<file path="src/rtl/byte_bus_responder.sv">
// byte_bus_responder: 32-byte store behind the byte computer's bus, with loader, run control and run statistics.
// Define BYTE_BUS_RESP_DUMP_EN to stream the store out on dump_* after every halt.
module byte_bus_responder #(
   parameter int ADDR_W = 5,
   parameter int DATA_W = 8,
   parameter int CYC_W  = 16
) (
   input  logic              clk,
   input  logic              rst_n,
   input  logic [ADDR_W-1:0] bus_addr,
   input  logic              bus_we,
   input  logic [DATA_W-1:0] bus_wdata,
   output logic [DATA_W-1:0] bus_rdata,
   input  logic              bus_halt,
   output logic              cpu_start,
   input  logic              ld_valid,
   input  logic [DATA_W-1:0] ld_data,
   input  logic              ld_last,
   output logic              ld_ready,
   input  logic              go,
   output logic              done,
   output logic [CYC_W-1:0]  run_cycles,
   output logic [DATA_W-1:0] wr_count,
   output logic              dump_valid,
   output logic [DATA_W-1:0] dump_data,
   input  logic              dump_ready
);
   localparam int DEPTH = 2**ADDR_W;

   typedef enum logic [2:0] {IDLE, LOAD, ARMED, RUN, HALTED} state_t;

   state_t            r_state, w_next;
   logic [DATA_W-1:0] r_mem [DEPTH];
   logic [ADDR_W-1:0] r_ptr, w_waddr;
   logic              r_live, r_start, r_done;
   logic [CYC_W-1:0]  r_cyc;
   logic [DATA_W-1:0] r_wr;
   logic              w_xfer, w_bus_wr, w_enter_run;

   // r_live keeps the loader stalled until the first edge after reset release
   assign ld_ready    = r_live && (r_state == IDLE || r_state == LOAD);
   assign w_xfer      = ld_valid && ld_ready;
   assign w_bus_wr    = (r_state == RUN) && bus_we;
   assign w_enter_run = (w_next == RUN) && (r_state != RUN);
   assign w_waddr     = w_bus_wr ? bus_addr : (r_state == IDLE ? '0 : r_ptr);
   assign bus_rdata   = r_mem[bus_addr];
   assign cpu_start   = r_start;
   assign done        = r_done;
   assign run_cycles  = r_cyc;
   assign wr_count    = r_wr;

   always_comb begin
      w_next = r_state;
      case (r_state)
         IDLE:    w_next = w_xfer ? (ld_last ? ARMED : LOAD) : (go ? RUN : IDLE);
         LOAD:    w_next = (w_xfer && (ld_last || r_ptr == '1)) ? ARMED : LOAD;
         ARMED:   w_next = go ? RUN : ARMED;
         RUN:     w_next = bus_halt ? HALTED : RUN;
         HALTED:  w_next = go ? RUN : HALTED;
         default: w_next = IDLE;
      endcase
   end

   always_ff @(posedge clk or negedge rst_n) begin
      if (!rst_n) begin
         r_state <= IDLE;
         r_ptr   <= '0;
         r_live  <= 1'b0;
         r_start <= 1'b0;
         r_done  <= 1'b0;
         r_cyc   <= '0;
         r_wr    <= '0;
         for (int i = 0; i < DEPTH; i++) r_mem[i] <= '0;
      end else begin
         r_state <= w_next;
         r_live  <= 1'b1;
         r_start <= (w_next == RUN);
         r_done  <= (w_next == HALTED);
         if (w_bus_wr || w_xfer) r_mem[w_waddr] <= w_bus_wr ? bus_wdata : ld_data;
         if (w_xfer) r_ptr <= w_waddr + 1'b1;
         if (w_enter_run) begin
            r_cyc <= '0;
            r_wr  <= '0;
         end else if (r_state == RUN) begin
            if (r_cyc != '1) r_cyc <= r_cyc + 1'b1;
            if (bus_we) r_wr <= r_wr + 1'b1;
         end
      end
   end

`ifdef BYTE_BUS_RESP_DUMP_EN
   logic              r_dump_valid, r_dump_pend;
   logic [ADDR_W-1:0] r_dump_ptr;

   // the store is frozen in HALTED, so reading it through r_dump_ptr holds dump_data stable
   always_ff @(posedge clk or negedge rst_n) begin
      if (!rst_n) begin
         r_dump_valid <= 1'b0;
         r_dump_pend  <= 1'b0;
         r_dump_ptr   <= '0;
      end else if (w_enter_run) begin
         r_dump_valid <= 1'b0;
         r_dump_pend  <= 1'b0;
      end else if (r_state == RUN && w_next == HALTED) begin
         r_dump_pend <= 1'b1;
         r_dump_ptr  <= '0;
      end else if (r_dump_pend) begin
         r_dump_pend  <= 1'b0;
         r_dump_valid <= 1'b1;
      end else if (r_dump_valid && dump_ready) begin
         r_dump_valid <= (r_dump_ptr != '1);
         r_dump_ptr   <= r_dump_ptr + 1'b1;
      end
   end

   assign dump_valid = r_dump_valid;
   assign dump_data  = r_dump_valid ? r_mem[r_dump_ptr] : '0;
`else
   logic w_unused;
   assign w_unused   = dump_ready;
   assign dump_valid = 1'b0;
   assign dump_data  = '0;
`endif
endmodule
</file>
<file path="config.mk">
export PLATFORM = sky130hd
export DESIGN_NAME = byte_bus_responder
export DESIGN_NICKNAME = d
export VERILOG_FILES = /design/src/rtl/byte_bus_responder.sv
export SDC_FILE = /design/constraint.sdc
export NUM_CORES = 1
export LEC_CHECK = 0
export BUFFER_PORTS_ARGS = -buffer_cell sky130_fd_sc_hd__buf_2
export CAP_MARGIN = 0
export CORE_MARGIN = 2
export CORE_UTILIZATION = 40
export CTS_CLUSTER_DIAMETER = 100
export DETAILED_ROUTE_END_ITERATION = 12
export GPL_ROUTABILITY_DRIVEN = 0
export PLACE_DENSITY = 0.56
export SYNTH_ARGS = -nofsm -noshare
export SYNTH_HDL_FRONTEND = slang
export SYNTH_SLANG_ARGS = --single-unit
</file>
<file path="constraint.sdc">
create_clock -name clk -period 3.26 [get_ports clk]
set_input_delay 0.326 -clock clk [delete_from_list [all_inputs] [get_ports clk]]
set_output_delay 0.326 -clock clk [all_outputs]
set_load 0.005 [all_outputs]
</file>
==> results of run 1 <==
per-layer routing:
metal / share of wire [%] / routed length (µm)
met4: 1.4 / 479
met1: 46 / 15200
met3: 3.6 / 1200
met5: 0 / 0
met2: 49 / 16200
power by group through the flow:
stage               sequential, W  clock (W)  combinational (W)
finish                    0.00489    0.00387            0.00298
global route              0.00499    0.00413            0.00325
CTS                       0.00488    0.00398            0.00302
detailed placement        0.00494          0            0.00300
global placement          0.00491          0            0.00294
floorplan                 0.00477          0            0.00227
worst paths after layout:
path	start	end	slack [ns]
max	r_state[2]$_DFF_PN0_	r_mem[226]$_DFFE_PN0P_	0.39
max reg2reg	r_state[2]$_DFF_PN0_	r_mem[226]$_DFFE_PN0P_	0.39
max in group asynchronous	rst_n	r_mem[200]$_DFFE_PN0P_	2.01
min reg2reg	r_mem[56]$_DFFE_PN0P_	r_mem[56]$_DFFE_PN0P_	0.49
min in group asynchronous	rst_n	run_cycles[9]$_DFFE_PN0P_	0.41
min	bus_halt	done$_DFF_PN0_	0.08
kinds of logic after synthesis:
family	after synthesis	synth area share, %
mux	346	33.8
buf+inv	87	3.23
xor+xnor	21	1.29
simple gates	173	7.14
fa+ha+maj	6	0.528
flops	291	51.2
compound gates	55	2.76
other cells	2	0.0528
worst max-delay path: stages (launching register included):
cell and delay [ns]:
dfrtp_1 0.53, and4b_1 0.30, nor2_1 0.14, a22oi_1 0.13, inv_1 0.14, ha_1 0.31
nand4_1 0.31, nor2_2 0.49, mux2_2 0.39
layout make-up:
class	instances	area, µm²	area share, %
Sequential cell	291	7280	44.7
Multi-Input combinational cell	611	6510	40.0
Clock buffer	49	1020	6.25
Timing Repair Buffer	108	758	4.65
Tap cell	461	577	3.54
Clock inverter	11	136	0.837
Inverter	3	11.3	0.0691
state kept, by name, indices dropped and copies added (netlist names):
signal and cells:
r_mem 256, run_cycles 16, wr_count 8, r_ptr 5
r_state 3, cpu_start 1, done 1, r_live 1
placed cells by master (no fill, tap or decap), types with 6 or more instances in the layout:
master,synthesis,final
o21ai_0,8,8
mux2_4,32,32
or3_1,9,9
clkinv_2,0,6
nand4_1,13,13
nor2_1,27,27
mux2_2,211,211
buf_2,19,60
nor2b_1,9,9
xor2_1,16,16
mux4_2,72,72
mux2_1,14,14
nand2_1,52,52
mux2i_1,17,17
clkbuf_16,0,35
a22oi_1,10,10
o21a_1,10,10
dfrtp_1,291,291
buf_4,15,39
nand3_1,9,9
conb_1,2,10
nor2_2,12,12
buf_12,0,7
ha_1,6,6
clkbuf_8,0,9
metrics by stage:
| step | total power, W | instance area [µm²] | std cells | setup slack (ns) |
|---|---|---|---|---|
| CTS | 0.0119 | 16300 | 1534 | 0.356 |
| floorplan | 0.00704 | 14300 | 989 | 0.506 |
| global placement | 0.00786 | 15100 | 1473 | 0.380 |
| global route | 0.0124 | 16300 | 1534 | 0.147 |
| finish | 0.0117 | 16300 | 1534 | 0.390 |
| detailed placement | 0.00794 | 15100 | 1473 | 0.304 |
timing repair:
action                                 in CTS  in global routing
endpoints found under the hold margin      68                  0
buffers inserted                            0                  0
setup endpoints to repair                   0                  0
hold buffers                                1                  0
==> impl_metrics.py, run 1 <==
metrics = {
    "run_status": {
        "run_status": "complete, no violations",
    },
    "timing": {
        "final_hold_viol_count": 0,
        "fin_worst_skew_ns": 0.0216,
        "period_minus_slack_ns": 2.87,
        "setup_tns_ns": 0,
        "period_share_pct": 88.0,
        "finalSetupViolCount": 0,
        "rsz0062_at_grt": "no",
        "slew_headroom_pct": 57.2,
        "fmax_ghz": 0.348,
        "drv_slew": 0,
        "fin_hold_ws_ns": 0.0791,
        "worstMarginPinSlew_ns": 0.642,
    },
    "final_layout": {
        "post-route-util_pct": 46.1,
        "layout-drive-gt1-share_pct": 47.2,
        "n_fill_cell": 3164,
        "nets": 1084,
        "syn_to_final_growth_pct": 14.6,
        "antenna_cells": 0,
    },
    "drt": {
        "drt_iter0_drc": 415,
        "wl_per_cell_um": 21.6,
        "wl_um": 33100,
        "num_vias": 8288,
        "route.detailed.drc": 0,
        "postRouteAntennaNets": 0,
        "routed_via_density": 5.40,
        "dr.pass1.iters": 5,
    },
    "run": {
        "cap_violations": 0,
    },
    "synth": {
        "syn_area_per_cell_um2": 14.5,
        "synth_area_leaders": "dfrtp_1, mux2_2, mux4_2",
        "ys.flop_type": "dfrtp_1",
        "ys_seq_area_share_pct": 51.2,
        "ys_types": 59,
        "syn_area_um2": 14200,
        "synthArstFlopShare_pct": 100,
        "synth.most_common_cell": "dfrtp_1",
        "yosysWarnings": 0,
        "ys_ff_latch": 291,
        "synth_edf_count": 0,
        "yosys-top-cells-count": "dfrtp_1, mux2_2, mux4_2",
        "synthCells": 981,
        "synth_area_leader_cell": "dfrtp_1",
        "synth_top_area_share_pct": 51.2,
    },
    "floorplanning": {
        "die_h_um": 193,
        "dieWidth_um": 193,
        "core_area_um2": 35300,
        "start_util_pct": 40.3,
        "io_pins": 73,
        "num_rows": 69,
        "die_area_um2": 37100,
    },
    "power_and_ir_drop": {
        "clkPwrFrac_pct": 33.0,
        "p_per_area_nw_per_um2": 720,
        "swShare_pct": 29.3,
        "p_leak_nw": 7.80,
        "vdd_drop_max_mv": 0.324,
        "p_switching_w": 0.00344,
        "intPower_w": 0.00830,
        "combPwrFrac_pct": 25.4,
        "pwr-share-seq_pct": 41.6,
    },
    "global_route": {
        "grt_pass1_vias": 8602,
        "grt_max_degree": 80,
        "grt_util_met2_pct": 30.7,
        "grt.busiest_layer": "met2",
        "antenna_found_initial": 0,
        "met1_usage_pct": 25.3,
        "use_met3_pct": 3.27,
        "track_usage_pct": 18.4,
        "grt_pass1_wl_um": 51400,
        "grt.overflow.total": 0,
    },
    "critical_path": {
        "worst-setup-path-type": "register to register",
        "cp_data_arrival_time_ns": 3.25,
        "reg2regPathDepth": 8,
        "end_kind": "register",
        "cp.required_ns": 3.64,
        "worstPathMaxFanout": 11,
        "worstSetupStartpointType": "register",
    },
    "cts": {
        "htree_levels": 2,
        "cts_resized": 0,
        "clockBufferDepth": 3,
        "cts_buffers": 34,
        "cts_tree": "yes",
        "clk_latency_ns": 0.51,
        "cts.sinks": 291,
        "root_buffer": "clkbuf_16",
        "cts.clk_slew.worst_paths_ns": 0.06,
    },
    "min_path": {
        "min_path_type": "input pin to register",
        "holdPathStages": 3,
    },
    "placed_design": {
        "port_buffers": 62,
        "dpl.hpwl_um": 21900,
    },
}
(Power assumes the default switching activity.)
==> inputs of run 2 (changes only) <==
--- a/config.mk
+++ b/config.mk
@@ -8,11 +8,11 @@
 export BUFFER_PORTS_ARGS = -buffer_cell sky130_fd_sc_hd__buf_2
 export CAP_MARGIN = 0
 export CORE_MARGIN = 2
-export CORE_UTILIZATION = 40
+export CORE_UTILIZATION = 27
 export CTS_CLUSTER_DIAMETER = 100
 export DETAILED_ROUTE_END_ITERATION = 12
 export GPL_ROUTABILITY_DRIVEN = 0
-export PLACE_DENSITY = 0.56
+export PLACE_DENSITY = 0.42
 export SYNTH_ARGS = -nofsm -noshare
 export SYNTH_HDL_FRONTEND = slang
 export SYNTH_SLANG_ARGS = --single-unit
==> impl_metrics.py, run 2 (synthesis gave the netlist of run 1 again) <==
metrics = {
    "run_status": {
        "run_status": "complete, no violations",
    },
    "placed_design": {
        "port_buffers": 62,
        "dpl.hpwl_um": 24200,
    },
    "critical_path": {
        "worstPathMaxFanout": 11,
        "end_kind": "register",
        "worst-setup-path-type": "register to register",
        "regToRegSetupSlack_ns": 0.30,
        "cp_slowest_cell": "or3_1",
        "r2r-end": "r_mem[142]$_DFFE_PN0P_",
        "path_cells": "and4b_2 > nor2_1 > a22o_1 > inv_1 > ha_1 > nand2_1 > or3_1 > mux2_4",
        "critPathLaunch": "r_state[1]$_DFF_PN0_",
        "slowest_delay_ns": 0.70,
        "worstSetupStartpointType": "register",
        "reg2regPathDepth": 8,
        "cp.required_ns": 3.66,
        "reg2reg_from": "r_state[1]$_DFF_PN0_",
        "cp_data_arrival_time_ns": 3.37,
    },
    "final_layout": {
        "antenna_cells": 0,
        "n_fill_cell": 5194,
        "largest_register_ffs": 256,
        "layout.cells.most_common": "dfrtp_1",
        "layout-drive-gt1-share_pct": 46.7,
        "mostFrequentLayoutCells": "dfrtp_1, mux2_2, mux4_2, buf_2, nand2_1",
        "largest_register": "r_mem",
        "syn_to_final_growth_pct": 16.7,
        "nets": 1086,
        "multiInputGateArea_um2": 6510,
        "final-seq-area_um2": 7280,
    },
    "floorplanning": {
        "dieWidth_um": 234,
        "start_util_pct": 27.2,
        "die_h_um": 234,
        "num_rows": 84,
        "core_area_um2": 52300,
        "io_pins": 73,
        "die_area_um2": 54500,
    },
    "global_route": {
        "grt_pass1_wl_um": 56900,
        "antenna_found_initial": 1,
        "grt_max_degree": 85,
        "grt.overflow.total": 0,
        "grt_pass1_vias": 8664,
        "track_usage_pct": 14.0,
    },
    "timing": {
        "period_minus_slack_ns": 2.96,
        "fin_hold_ws_ns": 0.0402,
        "period_share_pct": 90.9,
        "slew_headroom_pct": 52.8,
        "setup_tns_ns": 0,
        "finalSetupViolCount": 0,
        "final_hold_viol_count": 0,
        "fmax_ghz": 0.337,
        "drv_slew": 0,
        "fin_worst_skew_ns": 0.0204,
        "rsz0062_at_grt": "no",
        "worstMarginPinSlew_ns": 0.706,
    },
    "cts": {
        "cts.sinks": 291,
        "htree_levels": 2,
        "cts_buffers": 36,
        "cts_tree": "yes",
        "clockBufferDepth": 3,
        "cts.clk_slew.worst_paths_ns": 0.06,
        "root_buffer": "clkbuf_16",
        "clk_latency_ns": 0.54,
    },
    "drt": {
        "dr_wl_met3_um": 1210,
        "routed_via_density": 4.73,
        "route.detailed.drc": 0,
        "wl_met1_um": 18000,
        "wl_um": 37400,
        "drt_iter0_drc": 371,
        "dr.pass1.iters": 4,
        "num_vias": 8323,
        "wl_per_cell_um": 21.2,
        "wl_met2_um": 17300,
        "top_layer_used": "met4",
        "postRouteAntennaNets": 0,
    },
    "min_path": {
        "min_from": "go",
        "holdPathStages": 2,
        "min_path_type": "input pin to register",
        "hold_end": "done$_DFF_PN0_",
    },
    "run": {
        "cap_violations": 0,
    },
    "power_and_ir_drop": {
        "p_per_area_nw_per_um2": 716,
        "vdd_drop_max_mv": 0.348,
        "p_leak_nw": 7.80,
    },
}
==> run 2: cell count changes in the layout (fill, tap and decap cells not counted), moves of 3 or more <==
cell      before  now
clkbuf_1       5    9
buf_4         39   36
clkbuf_8       9    5
buf_12         7   10
clkinv_2       6    3
==> run 2: final cells by class <==
class / instances / area share [%]
Inverter: 3 / 0.0679
Multi-Input combinational cell: 611 / 39.2
Timing Repair Buffer: 108 / 4.83
Tap cell: 688 / 5.19
Clock buffer: 51 / 6.20
Clock inverter: 8 / 0.611
Sequential cell: 291 / 43.9
==> run 2: how the worst max path moves through the flow <==
stage                                         to  slack (ns)  cells after the start
final                     r_mem[142]$_DFFE_PN0P_        0.30                      8
after detailed placement  r_mem[227]$_DFFE_PN0P_        0.17                      7
after global routing      r_mem[227]$_DFFE_PN0P_        0.03                      8
after global placement    r_mem[228]$_DFFE_PN0P_        0.23                      7
after CTS                 r_mem[227]$_DFFE_PN0P_        0.16                      7
after floorplan            r_mem[56]$_DFFE_PN0P_        0.51                     12
==> run 2: repair_timing <==
action	CTS	global route
hold endpoints to repair	75	0
buffers inserted	0	0
setup endpoints to repair	0	44
resized for setup	0	1
hold buffers	2	0
==> run 2: per-stage QoR <==
| step | utilization (%) | power [W] | std cells | area [µm²] | setup slack [ns] |
|---|---|---|---|---|---|
| after global placement | 29.5 | 0.00800 | 1699 | 15400 | 0.233 |
| final | 31.7 | 0.0119 | 1760 | 16600 | 0.296 |
| after detailed placement | 29.5 | 0.00805 | 1699 | 15400 | 0.169 |
| after global routing | 31.7 | 0.0125 | 1760 | 16600 | 0.0312 |
| after CTS | 31.7 | 0.0121 | 1760 | 16600 | 0.160 |
| after floorplan | - | 0.00704 | 989 | 14300 | 0.506 |
==> run 2: worst max-delay path, delay by kind of cell, from the launching register on <==
family	cells	cell delay, ns
mux	1	0.40
fa+ha+maj	1	0.21
compound gates	1	0.24
simple gates	4	1.38
buf+inv	1	0.09
flops	1	0.49
==> run 2: per-layer routing <==
layer / vias to the layer above / global-route usage [%]
li1: 3750 / -
met1: 4416 / 19.7
met2: 109 / 22.2
met3: 48 / 2.09
met4: 0 / 4.29
met5: - / 0
==> run 2: power breakdown <==
part | switching, W | internal, W
sequential | 0.000441 | 0.00442
clock | 0.00158 | 0.00235
combinational | 0.00159 | 0.00149
